$ cat src/rtl/mem_wb_pkg.sv
`default_nettype none
// ============================================================================
// Module      : mem_wb_pkg
// Description : Shared definitions for the MEM/WB pipeline register slice:
//               stall vector bit positions, the NOP register address, the
//               zero word and the lane write-request record.
//               Optional feature macro used by this slice: MEM_WB_PERF_EN.
// Revision    : 1.0 - initial release
// ============================================================================
package mem_wb_pkg;

    // Default datapath widths of the multi-issue core.
    localparam int WB_DATA_W = 32;
    localparam int WB_ADDR_W = 5;

    // Positions inside the 6-bit pipeline stall vector.
    localparam int STALL_MEM = 4;
    localparam int STALL_WB  = 5;

    // Register 0 is hard-wired; a write to it is a NOP.
    localparam logic [WB_ADDR_W-1:0] NOP_REG_ADDR = '0;
    localparam logic [WB_DATA_W-1:0] ZERO_WORD    = '0;

    // One register-file write request as it travels down a lane.
    typedef struct packed {
        logic [WB_DATA_W-1:0] wdata;
        logic [WB_ADDR_W-1:0] wd;
        logic                 wreg;
        logic                 valid;
    } wr_req_t;

endpackage
`default_nettype wire

$ cat src/rtl/wb_wr_filter.sv
`default_nettype none
// ============================================================================
// Module      : wb_wr_filter
// Description : Combinational lane write filter. Drops writes to register 0
//               and collapses same-destination writes so that only the
//               youngest lane (highest index) keeps its write enable.
// Ports       : i_valid  [LANES]         lane carries a live instruction
//               i_wd     [LANES*ADDR_W]  lane destination register
//               i_wreg   [LANES]         lane write enable (raw)
//               o_wreg   [LANES]         lane write enable (filtered)
// Revision    : 1.0 - initial release
// ============================================================================
module wb_wr_filter
    import mem_wb_pkg::*;
#(
    parameter int ADDR_W = 5,
    parameter int LANES  = 2
) (
    input  logic [LANES-1:0]        i_valid,
    input  logic [LANES*ADDR_W-1:0] i_wd,
    input  logic [LANES-1:0]        i_wreg,
    output logic [LANES-1:0]        o_wreg
);

    logic [LANES-1:0]  w_req;
    logic [ADDR_W-1:0] w_wd [LANES];

    generate
        for (genvar gi = 0; gi < LANES; gi++) begin : g_unpack
            assign w_wd[gi]  = i_wd[gi*ADDR_W +: ADDR_W];
            assign w_req[gi] = i_valid[gi] & i_wreg[gi];
        end

        for (genvar gi = 0; gi < LANES; gi++) begin : g_lane
            logic w_keep;

            // A lane survives only if no younger live writer targets the
            // same register; the youngest lane has nothing younger to lose to.
            always_comb begin
                w_keep = w_req[gi] && (w_wd[gi] != ADDR_W'(NOP_REG_ADDR));
                for (int j = gi + 1; j < LANES; j++) begin
                    if (w_req[j] && (w_wd[j] == w_wd[gi])) begin
                        w_keep = 1'b0;
                    end
                end
            end

            assign o_wreg[gi] = w_keep;
        end
    endgenerate

endmodule
`default_nettype wire

$ cat src/rtl/mem_wb_mlane.sv
`default_nettype none
// ============================================================================
// Module      : mem_wb_mlane
// Description : Multi-lane MEM/WB pipeline register. Captures up to LANES
//               register-file writes plus one HI/LO write and presents them
//               to WB one cycle later. Supports flush, bubble and hold via
//               the stall vector, and filters register-0 / shadowed writes.
//               Optional: MEM_WB_PERF_EN adds saturating bubble/hold counters
//               (parameter CNT_W, ports bubble_cnt / hold_cnt).
// Ports       : clk, rst (async, active-low), stall[5:0], flush,
//               mem_valid/mem_wdata/mem_wd/mem_wreg (per lane),
//               mem_whilo/mem_hi/mem_lo, and the registered wb_* outputs.
// Revision    : 1.0 - initial release
// ============================================================================
module mem_wb_mlane
    import mem_wb_pkg::*;
#(
    parameter int DATA_W = 32,
    parameter int ADDR_W = 5,
    parameter int LANES  = 2
`ifdef MEM_WB_PERF_EN
    ,
    parameter int CNT_W  = 16
`endif
) (
    input  logic                    clk,
    input  logic                    rst,
    input  logic [5:0]              stall,
    input  logic                    flush,
    input  logic [LANES-1:0]        mem_valid,
    input  logic [LANES*DATA_W-1:0] mem_wdata,
    input  logic [LANES*ADDR_W-1:0] mem_wd,
    input  logic [LANES-1:0]        mem_wreg,
    input  logic                    mem_whilo,
    input  logic [DATA_W-1:0]       mem_hi,
    input  logic [DATA_W-1:0]       mem_lo,
    output logic [LANES-1:0]        wb_valid,
    output logic [LANES*DATA_W-1:0] wb_wdata,
    output logic [LANES*ADDR_W-1:0] wb_wd,
    output logic [LANES-1:0]        wb_wreg,
    output logic                    wb_whilo,
    output logic [DATA_W-1:0]       wb_hi,
    output logic [DATA_W-1:0]       wb_lo
`ifdef MEM_WB_PERF_EN
    ,
    output logic [CNT_W-1:0]        bubble_cnt,
    output logic [CNT_W-1:0]        hold_cnt
`endif
);

    logic [LANES-1:0]        w_wreg_filt;
    logic                    w_bubble;
    logic                    w_load;
    logic                    w_unused_stall;

    logic [LANES-1:0]        r_valid;
    logic [LANES*DATA_W-1:0] r_wdata;
    logic [LANES*ADDR_W-1:0] r_wd;
    logic [LANES-1:0]        r_wreg;
    logic                    r_whilo;
    logic [DATA_W-1:0]       r_hi;
    logic [DATA_W-1:0]       r_lo;

    // Only the MEM and WB stall bits matter to this register.
    assign w_unused_stall = ^stall[3:0];

    // Flush beats everything; a stalled MEM feeding a running WB inserts a
    // bubble; MEM and WB both stalled leaves the register untouched.
    assign w_bubble = flush | (stall[STALL_MEM] & ~stall[STALL_WB]);
    assign w_load   = ~flush & ~stall[STALL_MEM];

    wb_wr_filter #(
        .ADDR_W (ADDR_W),
        .LANES  (LANES)
    ) u_wr_filter (
        .i_valid (mem_valid),
        .i_wd    (mem_wd),
        .i_wreg  (mem_wreg),
        .o_wreg  (w_wreg_filt)
    );

    always_ff @(posedge clk or negedge rst) begin
        if (!rst) begin
            r_valid <= '0;
            r_wdata <= '0;
            r_wd    <= '0;
            r_wreg  <= '0;
            r_whilo <= 1'b0;
            r_hi    <= '0;
            r_lo    <= '0;
        end else if (w_bubble) begin
            r_valid <= '0;
            r_wdata <= '0;
            r_wd    <= '0;
            r_wreg  <= '0;
            r_whilo <= 1'b0;
            r_hi    <= '0;
            r_lo    <= '0;
        end else if (w_load) begin
            r_valid <= mem_valid;
            r_wdata <= mem_wdata;
            r_wd    <= mem_wd;
            r_wreg  <= w_wreg_filt;
            r_whilo <= mem_whilo;
            r_hi    <= mem_hi;
            r_lo    <= mem_lo;
        end
    end

    assign wb_valid = r_valid;
    assign wb_wdata = r_wdata;
    assign wb_wd    = r_wd;
    assign wb_wreg  = r_wreg;
    assign wb_whilo = r_whilo;
    assign wb_hi    = r_hi;
    assign wb_lo    = r_lo;

`ifdef MEM_WB_PERF_EN
    logic             w_hold;
    logic [CNT_W-1:0] r_bubble_cnt;
    logic [CNT_W-1:0] r_hold_cnt;

    assign w_hold = ~flush & stall[STALL_MEM] & stall[STALL_WB];

    // Both counters stick at all-ones rather than wrapping.
    always_ff @(posedge clk or negedge rst) begin
        if (!rst) begin
            r_bubble_cnt <= '0;
            r_hold_cnt   <= '0;
        end else begin
            if (w_bubble && (r_bubble_cnt != '1)) begin
                r_bubble_cnt <= r_bubble_cnt + CNT_W'(1);
            end
            if (w_hold && (r_hold_cnt != '1)) begin
                r_hold_cnt <= r_hold_cnt + CNT_W'(1);
            end
        end
    end

    assign bubble_cnt = r_bubble_cnt;
    assign hold_cnt   = r_hold_cnt;
`endif

endmodule
`default_nettype wire

$ cat config.mk
export PLATFORM = sky130hd
export DESIGN_NAME = mem_wb_mlane
export DESIGN_NICKNAME = d
export VERILOG_FILES = /design/src/rtl/mem_wb_pkg.sv /design/src/rtl/wb_wr_filter.sv /design/src/rtl/mem_wb_mlane.sv
export SDC_FILE = /design/constraint.sdc
export NUM_CORES = 1
export LEC_CHECK = 0
export CORE_AREA = 2 2 115 117
export CTS_CLUSTER_DIAMETER = 150
export DETAILED_ROUTE_END_ITERATION = 6
export DIE_AREA = 0 0 117 119
export PLACE_DENSITY = 0.89
export SYNTH_ARGS = -nofsm -noshare
export SYNTH_HDL_FRONTEND = slang
export SYNTH_SLANG_ARGS = --single-unit
export TNS_END_PERCENT = 30
$ cat constraint.sdc
create_clock -name clk -period 1.5 [get_ports clk]
set_clock_uncertainty 0.05 [all_clocks]
set_input_delay 0.45 -clock clk [delete_from_list [all_inputs] [get_ports clk]]
set_output_delay 0.45 -clock clk [all_outputs]
set_load 0.05 [all_outputs]
==> impl_results.md <==
* Commonest non-fill, non-tap cell in the layout: buf_12
* Worst Hold Launch: flush
* Starting Density at 0.3962
* Worst R2R Start: wb_wdata[43]
* Worst Hold Depth at 2
* Placed instance area at 9872 µm²
* Nets at 832
* First-pass detailed-route iteration total at 5
* Global-route wire length before repair at 30080 µm
* Avg WL per Cell at 24.07 µm
* Endpoint, Worst Hold: wb_valid[0]
* Share of layout cells above drive strength 1 at 0.3636
* Core box area at 12870 µm²
* Leak Pwr at 4.996 nW
* Peak VDD IR at 0.8106 mV
* Status: finished with violations
* Total GRT Usage at 0.2950
* Vert. Die Dim at 119 µm
* Critical path fanouts, max at 2
* Fin. Hold Viols at 0
* P_sw at 0.003108 W
* Via count at 4714
* Buf+Inv Stages, Crit Path at 1
* Worst hold slack at 0.3325 ns
* Synthesized cell area at 5101 µm²
* Global placement routability congestion at 0.7869
* Die X at 117 µm
* Slew Limit Fails at 0
* Clock share of power at 0.384
* CP required at 1.00 ns
* Switching Share at 0.2844
* MaxCap Viol Count at 0
* Worst setup SP type: register
* Comb power frac at 0.225
* R2R Setup Slk at 0.39 ns
* Flop pwr share at 0.390
* CP delay by family, top: flip-flops
* Die area at 13920 µm²
* Seq cells post-synth at 143
* Max_slew headroom at 0.7820
* DRT iter0 DRCs at 358
* CP max-delay cell: dfrtp_1
* Syn nets at 485
* Failing checks: setup timing
* Critical path type: register to output pin
* Synth cell types at 19
* Area delta synth->final at 111.7%
* Post-synthesis sequential area ratio at 0.7015
* CTS root buf: clkbuf_16
* Clk_lat worst skew at 0.42 ns
* Overflow after GRT at 0
* Max stage delay on crit path at 0.44 ns
* Sink Count at 143
* I/O pins at 295
* I/O Buffers at 290
* R2R depth at 3
* Largest net degree at the start of global routing at 64
* Drt total wl at 20940 µm
* Vias/cell at 5.418
* Total power draw at 0.01093 W
* Clock slew at reported path FFs at 0.07 ns
* Pwr Density at 1012 nW/µm²
* Slew @ Worst Pin at 0.3259 ns
* Syn. warnings at 0
* Mean post-synth cell area at 15.32 µm²
* CP Data Arrival Time at 1.05 ns
* Worst hold path class: input port to register
* Commonest cells after routing, fill and taps aside: 154 x buf_12, 141 x dfrtp_1, 140 x a22o_1, 140 x clkdlybuf4s50_1, 55 x buf_4
* Fillers at 601
* Setup crit end kind: output pin
* Initial antenna violation count at 1
* Cells after synthesis at 333
* Number of global-route vias before repair at 5152
* CTS tree: yes
* Tmin final at 1.545 ns
* Part of the cycle the worst path needs at 1.030
* DRT antenna net count at 0
* RR Endpoint: wb_wdata[43]
* DRC viols at 0
* HPWL after DPL at 14280 µm
* Worst-case clock buffer depth at 2
* H-tree levels at 4
* Worst Slack Setup Final at -0.04521 ns
* Crit path cell chain: buf_12
* RSZ-0062 raised after global routing: true
* CTS buffer count at 17
* TNS Setup at -0.8683 ns
* Maximum clock rate at 647.2 MHz
* Row count at 42
* Design Area, Final at 10800 µm²
* Final Setup Violations at 85
* Internal at 0.007820 W
==> metrics by stage <==
step | util | std cells | setup slack (ns)
5_1_grt | 0.8388 | 870 | -0.06501
3_5_place_dp | 0.7668 | 797 | -0.5978
6_report | 0.8388 | 870 | -0.04521
3_3_place_gp | 0.7668 | 797 | -0.5280
2_1_floorplan | - | 333 | -0.007260
4_1_cts | 0.8255 | 850 | -0.04672
==> layout make-up <==
cell class / instances / area, µm² / share of cell area
multi-input cells: 160 / 1410 / 0.1306
repair buffers: 358 / 5004 / 0.4633
flip-flops and latches: 143 / 3581 / 0.3316
clock inverters: 14 / 142.6 / 0.01321
clock buffers: 18 / 439.2 / 0.04067
diodes: 1 / 2.502 / 0.0002317
well taps: 176 / 220.2 / 0.02039
==> layer usage <==
metal,track usage,share of wire,up-vias
li1,-,-,1991
met1,0.3037,0.33,2407
met2,0.5249,0.54,252
met3,0.1033,0.078,64
met4,0.1404,0.047,0
met5,0,0,-
==> logic make-up after synthesis <==
family / synth area share
buffers and inverters: 0.02698
XOR/XNOR: 0.008584
AND/OR/NAND/NOR: 0.01496
AO/OA/AOI/OAI: 0.2480
flip-flops: 0.7015
==> power by group through the flow <==
stage	Combinational, W	Sequential, W	Clock, W
2_1_floorplan	0.000271	0.00485	0
3_3_place_gp	0.00230	0.00431	0
3_5_place_dp	0.00236	0.00433	0
4_1_cts	0.00242	0.00426	0.00420
5_1_grt	0.00255	0.00428	0.00442
6_report	0.00246	0.00426	0.00420
==> flip-flops by register name, summed over array words and instances (netlist names) <==
signal	cells
wb_wdata	64
wb_hi	32
wb_lo	32
wb_wd	10
wb_valid	2
wb_wreg	2
wb_whilo	1
==> cell usage after synthesis (all sizes together) <==
cell type	count	share of area
dfrtp	143	0.70
a22o	140	0.24
buf	23	0.022
clkbuf	7	0.0052
xor2	4	0.0069
nand2	3	0.0022
nor2	2	0.0034
o2111ai	2	0.0034
or4	2	0.0029
a21o	1	0.0015
a21oi	1	0.00098
a41oi	1	0.0017
nand2b	1	0.0012
nand3	1	0.00098
nor4	1	0.0042
xnor2	1	0.0017
==> worst max path at each step <==
stage	cells past startpoint	to	startpoint
after global routing	1	wb_wdata[19]	wb_wdata[19]
after floorplan	4	wb_wreg[0]	mem_wd[2]
after CTS	1	wb_lo[2]	wb_lo[2]
after global placement	5	wb_wreg[0]	mem_wd[4]
after detailed placement	5	wb_wreg[0]	mem_wd[4]
final	1	wb_wdata[19]	wb_wdata[19]
==> timing repair <==
action                                 in CTS  in global routing
setup endpoints to repair                 136                170
gates cloned                                0                  1
buffers inserted                           20                 18
gates resized for setup                     9                  3
endpoints found under the hold margin      26                  0
hold buffers                                1                  0
Power figures use the tool's default switching activity.
